===== config.mk =====
export PLATFORM = sky130hd
export DESIGN_NAME = note_input_ctrl_flat
export DESIGN_NICKNAME = d
export VERILOG_FILES = /design/src/rtl/note_input_if.sv /design/src/rtl/note_input_ctrl.sv /design/src/flat_wrapper.sv
export SDC_FILE = /design/constraint.sdc
export NUM_CORES = 1
export LEC_CHECK = 0
export BUFFER_PORTS_ARGS = -buffer_cell sky130_fd_sc_hd__clkbuf_2
export CAP_MARGIN = 20
export CORE_ASPECT_RATIO = 1.5
export CORE_MARGIN = 4
export CORE_UTILIZATION = 45
export CTS_BUF_LIST = sky130_fd_sc_hd__clkbuf_8
export DETAILED_ROUTE_END_ITERATION = 12
export REMOVE_ABC_BUFFERS = 1
export SLEW_MARGIN = 10
export SYNTH_ARGS = -nofsm -noshare
export SYNTH_HDL_FRONTEND = slang
export SYNTH_SLANG_ARGS = --single-unit

===== constraint.sdc =====
create_clock -name clk -period 3.8 [get_ports clk]
set_input_delay 0.57 -clock clk [delete_from_list [all_inputs] [get_ports clk]]
set_output_delay 0.57 -clock clk [all_outputs]
set_load 0.01 [all_outputs]

===== src/rtl/note_input_if.sv =====
// note_input_if: note-entry bus; raw key/octave inputs toward the controller, displayed note/octave/ld_note/busy back
interface note_input_if;
  logic [11:0] key_in;
  logic oct_up;
  logic oct_down;
  logic [3:0] note;
  logic [1:0] octave;
  logic ld_note;
  logic busy;
  modport master(output key_in, oct_up, oct_down, input note, octave, ld_note, busy);
  modport slave(input key_in, oct_up, oct_down, output note, octave, ld_note, busy);
endinterface


===== src/rtl/note_input_ctrl.sv =====
// note_input_ctrl: sync+debounce 12 keys and 2 octave buttons, stage note/octave, pulse ld_note then hold off; ports clk, reset, bus(key_in/oct_up/oct_down in; note/octave/ld_note/busy out)
module note_input_ctrl #(
  parameter int DEBOUNCE_CYCLES = 500000,
  parameter int LD_PULSE_CYCLES = 4,
  parameter int HOLDOFF_CYCLES = 1024
) (
  input logic clk,
  input logic reset,
  note_input_if.slave bus
);
  localparam int DW = $clog2(DEBOUNCE_CYCLES + 1);
  localparam int FW = $clog2((LD_PULSE_CYCLES > HOLDOFF_CYCLES ? LD_PULSE_CYCLES : HOLDOFF_CYCLES) + 1);
  typedef enum logic [1:0] {IDLE, PULSE, HOLDOFF} state_t;
  state_t state, state_n;
  logic [13:0] raw, s1, s2, lvl, lvl_d, press;
  logic [DW-1:0] db_cnt [14];
  logic [FW-1:0] cnt, cnt_n;
  logic [3:0] note, note_n, snote, snote_n, key_sel;
  logic [1:0] octave, oct_n, soct, soct_n;
  logic ld_note, ld_n, pend, pend_n, key_ev, up, dn, pend_ev;
  assign raw = {bus.oct_down, bus.oct_up, bus.key_in};
  assign press = lvl & ~lvl_d;
  always_ff @(posedge clk) begin
    if (reset) begin
      s1 <= '0;
      s2 <= '0;
      lvl <= '0;
      lvl_d <= '0;
      for (int i = 0; i < 14; i++) db_cnt[i] <= '0;
    end else begin
      s1 <= raw;
      s2 <= s1;
      lvl_d <= lvl;
      for (int i = 0; i < 14; i++)
        if (s2[i] == lvl[i]) db_cnt[i] <= '0;
        else if (db_cnt[i] == DW'(DEBOUNCE_CYCLES - 1)) begin
          lvl[i] <= s2[i];
          db_cnt[i] <= '0;
        end else db_cnt[i] <= db_cnt[i] + 1'b1;
    end
  end
  always_comb begin
    key_sel = '0;
    for (int i = 11; i >= 0; i--) if (press[i]) key_sel = 4'(i + 1);
    key_ev = |press[11:0];
    up = press[12] & ~press[13];
    dn = press[13] & ~press[12];
    soct_n = (up && soct != 2'd3) ? soct + 2'd1 : (dn && soct != 2'd0) ? soct - 2'd1 : soct;
    snote_n = key_ev ? key_sel : snote;
    pend_ev = key_ev | ((soct_n != soct) & (snote != 4'd0));
    state_n = state;
    cnt_n = cnt;
    note_n = note;
    oct_n = octave;
    ld_n = ld_note;
    pend_n = pend | pend_ev;
    if (state == IDLE && pend) begin
      state_n = PULSE;
      cnt_n = '0;
      note_n = snote;
      oct_n = soct;
      ld_n = 1'b1;
      pend_n = pend_ev;
    end else if (state == PULSE) begin
      if (cnt == FW'(LD_PULSE_CYCLES - 1)) begin
        state_n = HOLDOFF;
        cnt_n = '0;
        ld_n = 1'b0;
      end else cnt_n = cnt + 1'b1;
    end else if (state == HOLDOFF) begin
      if (cnt == FW'(HOLDOFF_CYCLES - 1)) begin
        state_n = IDLE;
        cnt_n = '0;
      end else cnt_n = cnt + 1'b1;
    end
  end
  always_ff @(posedge clk) begin
    if (reset) begin
      state <= IDLE;
      cnt <= '0;
      note <= '0;
      octave <= '0;
      ld_note <= 1'b0;
      pend <= 1'b0;
      snote <= '0;
      soct <= '0;
    end else begin
      state <= state_n;
      cnt <= cnt_n;
      note <= note_n;
      octave <= oct_n;
      ld_note <= ld_n;
      pend <= pend_n;
      snote <= snote_n;
      soct <= soct_n;
    end
  end
  assign bus.note = note;
  assign bus.octave = octave;
  assign bus.ld_note = ld_note;
  assign bus.busy = state != IDLE;
endmodule


===== src/flat_wrapper.sv =====
// flat-port wrapper written by rule: the top's interface ports become plain ports
module note_input_ctrl_flat 
#(
  parameter int DEBOUNCE_CYCLES = 500000,
  parameter int LD_PULSE_CYCLES = 4,
  parameter int HOLDOFF_CYCLES = 1024
)
  (clk, reset, bus_key_in, bus_oct_up, bus_oct_down, bus_note, bus_octave, bus_ld_note, bus_busy);
  note_input_if bus_i ();
  input logic clk;
  input logic reset;
  input wire logic [$bits(bus_i.key_in)-1:0] bus_key_in;
  input wire logic [$bits(bus_i.oct_up)-1:0] bus_oct_up;
  input wire logic [$bits(bus_i.oct_down)-1:0] bus_oct_down;
  output wire logic [$bits(bus_i.note)-1:0] bus_note;
  output wire logic [$bits(bus_i.octave)-1:0] bus_octave;
  output wire logic [$bits(bus_i.ld_note)-1:0] bus_ld_note;
  output wire logic [$bits(bus_i.busy)-1:0] bus_busy;
  assign bus_i.key_in = bus_key_in;
  assign bus_i.oct_up = bus_oct_up;
  assign bus_i.oct_down = bus_oct_down;
  assign bus_note = bus_i.note;
  assign bus_octave = bus_i.octave;
  assign bus_ld_note = bus_i.ld_note;
  assign bus_busy = bus_i.busy;
  note_input_ctrl #(.DEBOUNCE_CYCLES(DEBOUNCE_CYCLES), .LD_PULSE_CYCLES(LD_PULSE_CYCLES), .HOLDOFF_CYCLES(HOLDOFF_CYCLES)) u_core (.clk(clk), .reset(reset), .bus(bus_i));
endmodule

==> results.md <==
- The flow ran to the end, and the final reports show no timing, DRC or antenna violations.
- The total of hold buffers inserted after clock tree synthesis is 0.
- The maximum clock frequency is 434 MHz.
- The first global-routing pass estimated 52400 um of wire.
- The total number of vias is 11703.
- The worst register-to-register path has a setup slack of 1.50 ns.
- The number of global-route vias before repair is 11788.
- The setup-violating endpoint count in the final report is 0.
- Once placement finished, the instance area stood at 18700 um^2.
- The number of placed I/O pins is 24.
- The die span in x is 168 um.
- The CTS buffer count is 56.
- The overall power of the completed layout is 8.21 mW.
- The leakage power is 7.38 nW.
- The residual antenna-violating net count after detailed routing is 0.
- The worst setup path is launched from a flip-flop.
- Clock-pin slew was measured on the worst setup and hold paths at 0.06 ns.
- The normalized max-slew margin is 0.424.
- The maximum number of pins on one net before global-route repair is 56.
- The share of the core filled with cells is 0.530.
- In this run the post-CTS setup repair buffer count came out at 0.
- The quantity of gates resized following cts is 0.
- The pin slew with the least headroom to its limit is 0.857 ns.
- The total number of clock tree sinks is 349.
- The library cell used as clock root buffer is clkbuf_8.
- The CTS tree is yes.
- The number of hold violations in the final report is 0.
- For this run, the leading register cell type out of synthesis is edfxtp_1.
- STA classifies the critical path endpoint as a flip-flop.
- The floorplan die area is 41400 um^2.
- The summed negative setup slack over all endpoints is 0 ns.
- The count of maximum capacitance violations is 0.
- Of the available clock period, the critical path in the final layout requires 0.606.
- The number of max-slew violations in the final report was 0.
- For this block, the initial DRC count from the detailed router was 387.
- The placeable core region is 37700 um^2.
- The global placement routability congestion is 0.784.
- Synthesis produced a netlist whose cell count is 1640.
- The class of the tightest hold or removal check is input port to flip-flop.
- The share of layout cells above drive strength 1 is 0.0643.
- The global routing usage summed across all routing layers is 0.147.
- The distinct cell type count after synthesis is 46.
- For this design the ratio of total power to cell area is 411 nW/um^2.
- The startpoint-to-endpoint class of the critical path is flip-flop to flip-flop.
- The routed wirelength normalized by instance count is 12.0 um.
- After floorplanning, the core was divided into 87 placement rows.
- After routing the design area is 20000 um^2.
- For the worst-skew pair, the clock arrives at the later sink with an insertion delay of 0.60 ns.
- The initial utilization of the core area, before any placement, comes to 0.456.
- The maximum VDD drop is 0.250 mV.
- The DRC violation count after routing is 0.
- The maximum level of the CTS H-tree is 2.
- Setup repair after global routing left no endpoint under its margin.
- The placed wire-length estimate is 20900 um.
- The wire length reported by the detailed router is 29700 um.
- The initial antenna violation count is 1.
- In the post-route analysis, the smallest setup slack over all paths is 1.50 ns.
- Timing analysis after detailed placement gives a worst setup slack of 1.47 ns.
- The overall overflow remaining after global route is 0.
- The ratio of routed vias to standard cells is 4.72.
- The vertical extent of the die is 247 um.
- At the worst endpoint, the required time is 4.11 ns.
- Each instance of the synthesized netlist takes up on average 10.5 um^2.
- For the worst setup path, the data arrival time is 2.61 ns.
- The clock passes through at most 3 buffers.
- The clock tree skew after final layout is 0.0222 ns.
- The number of flip-flops and latches in the synthesized netlist is 349.
- In this run the worst path has a maximum fanout of 19.
- In this run the cell area of the synthesized design comes to 17200 um^2.
- The share of flip-flops with an asynchronous set or reset after synthesis is 0.
- The synthesis warning total is 0.
- The first detailed-routing pass ran for 6 iterations.
- Input and output buffers added on the ports amount to 23.
- The shortest period the worst path allows is 2.30 ns.
- The area growth from synthesis to layout is 16.2%.
- In this run, synthesis inferred 266 flip-flops with an integrated enable.
- The post-layout net count is 1981.
- The share of the Yosys chip area taken by registers is 0.562.
registers in the layout, indices dropped and copies added (netlist names):
register,flops
u_core.lvl_d,14
u_core.lvl,14
u_core.s2,14
u_core.bus.ld_note,1
u_core.pend,1
u_core.s1,14
u_core.soct,2
u_core.snote,4
u_core.bus.note,4
u_core.db_cnt,266
u_core.bus.octave,2
u_core.state,2
u_core.cnt,11
cells by family after synthesis:
| logic type | share of synthesized area |
|---|---|
| AOI/OAI and AO/OA | 0.0122 |
| xor gates and xnor gates | 0.133 |
| adders and majority gates | 0.0138 |
| buffers and inverters | 0.0195 |
| DFF | 0.562 |
| muxes | 0.00757 |
| other | 0.000218 |
| and+or+nand+nor | 0.252 |
power by group:
part / switching [mW] / internal (mW)
combinational: 0.157 / 0.112
sequential: 0.134 / 4.24
clock: 1.50 / 2.06
total: 1.79 / 6.41
through the flow:
step,hold slack (ns),std cells
5_1_grt,0.179,2482
3_3_place_gp,0.423,2377
3_5_place_dp,0.423,2377
6_report,0.184,2482
4_1_cts,0.121,2481
2_1_floorplan,0.414,1863
area by class of cell:
cell class | count | area (um^2)
Antenna cell | 1 | 2.50
Clock buffer | 66 | 908
Clock inverter | 38 | 347
Fill cell | 3507 | 17700
Inverter | 34 | 128
Multi-Input combinational cell | 1480 | 8190
Sequential cell | 349 | 9650
Tap cell | 489 | 612
Timing Repair Buffer | 25 | 133
cell usage after synthesis, types with 2 or more instances:
cell	count	area (um^2)
or3_1	2	12.5
a31oi_1	3	18.8
dfxtp_1	83	1660
a21oi_1	19	95.1
and3_1	50	313
xor2_1	163	1430
xnor2_1	97	850
nand2_1	117	439
nand3b_1	3	22.5
mux2i_1	13	130
nand4b_1	2	17.5
nor4_1	18	113
and4b_1	2	20.0
nor3_1	38	190
nand4_1	49	307
or4_1	2	15.0
or4b_1	2	20.0
or2_2	12	75.1
nand3_1	117	586
nand2b_1	29	181
o21ai_0	7	35.0
nor2b_1	52	325
nor2_1	346	1300
edfxtp_1	266	7990
buf_4	2	15.0
nor4bb_1	4	40.0
nor4b_1	15	131
inv_1	34	128
buf_2	15	75.1
ha_1	19	238
nor4_2	2	25.0
and4_1	21	184
clkbuf_1	23	86.3
cells in the final DEF (no fill, tap or decap), types with 29 or more instances in the layout:
master      n
dfxtp_1    83
nor2b_1    52
nand2b_1   29
inv_1      45
nor3_1     38
edfxtp_1  266
xor2_1    163
clkbuf_8   66
nand4_1    49
nand2_1   117
conb_1    266
xnor2_1    97
nor2_1    346
and3_1     50
nand3_1   117
worst paths after layout:
kind	from	end	depth (start not counted)
min reg2reg	u_core.s1[6]	u_core.s2[6]	1
max reg2reg	u_core.db_cnt[2][4]	u_core.db_cnt[2][17]	5
max	u_core.db_cnt[2][4]	u_core.db_cnt[2][17]	5
min	bus_key_in[5]	u_core.s1[5]	2
routing by layer:
metal	part of all wire	track usage	wire length, um	up-vias
met5	0	0	0	-
met4	0.026	0.0506	760	0
met3	0.033	0.0272	994	57
met2	0.51	0.272	15000	124
met1	0.44	0.171	12900	5467
li1	-	-	-	6055
critical path, cell delays in order (launching register included):
cell and delay, ns:
edfxtp_1 0.40, inv_1 0.07, or4b_1 0.51, nor4_2 0.35, or3_1 0.57, nor2_1 0.12
(Power assumes the default switching activity.)
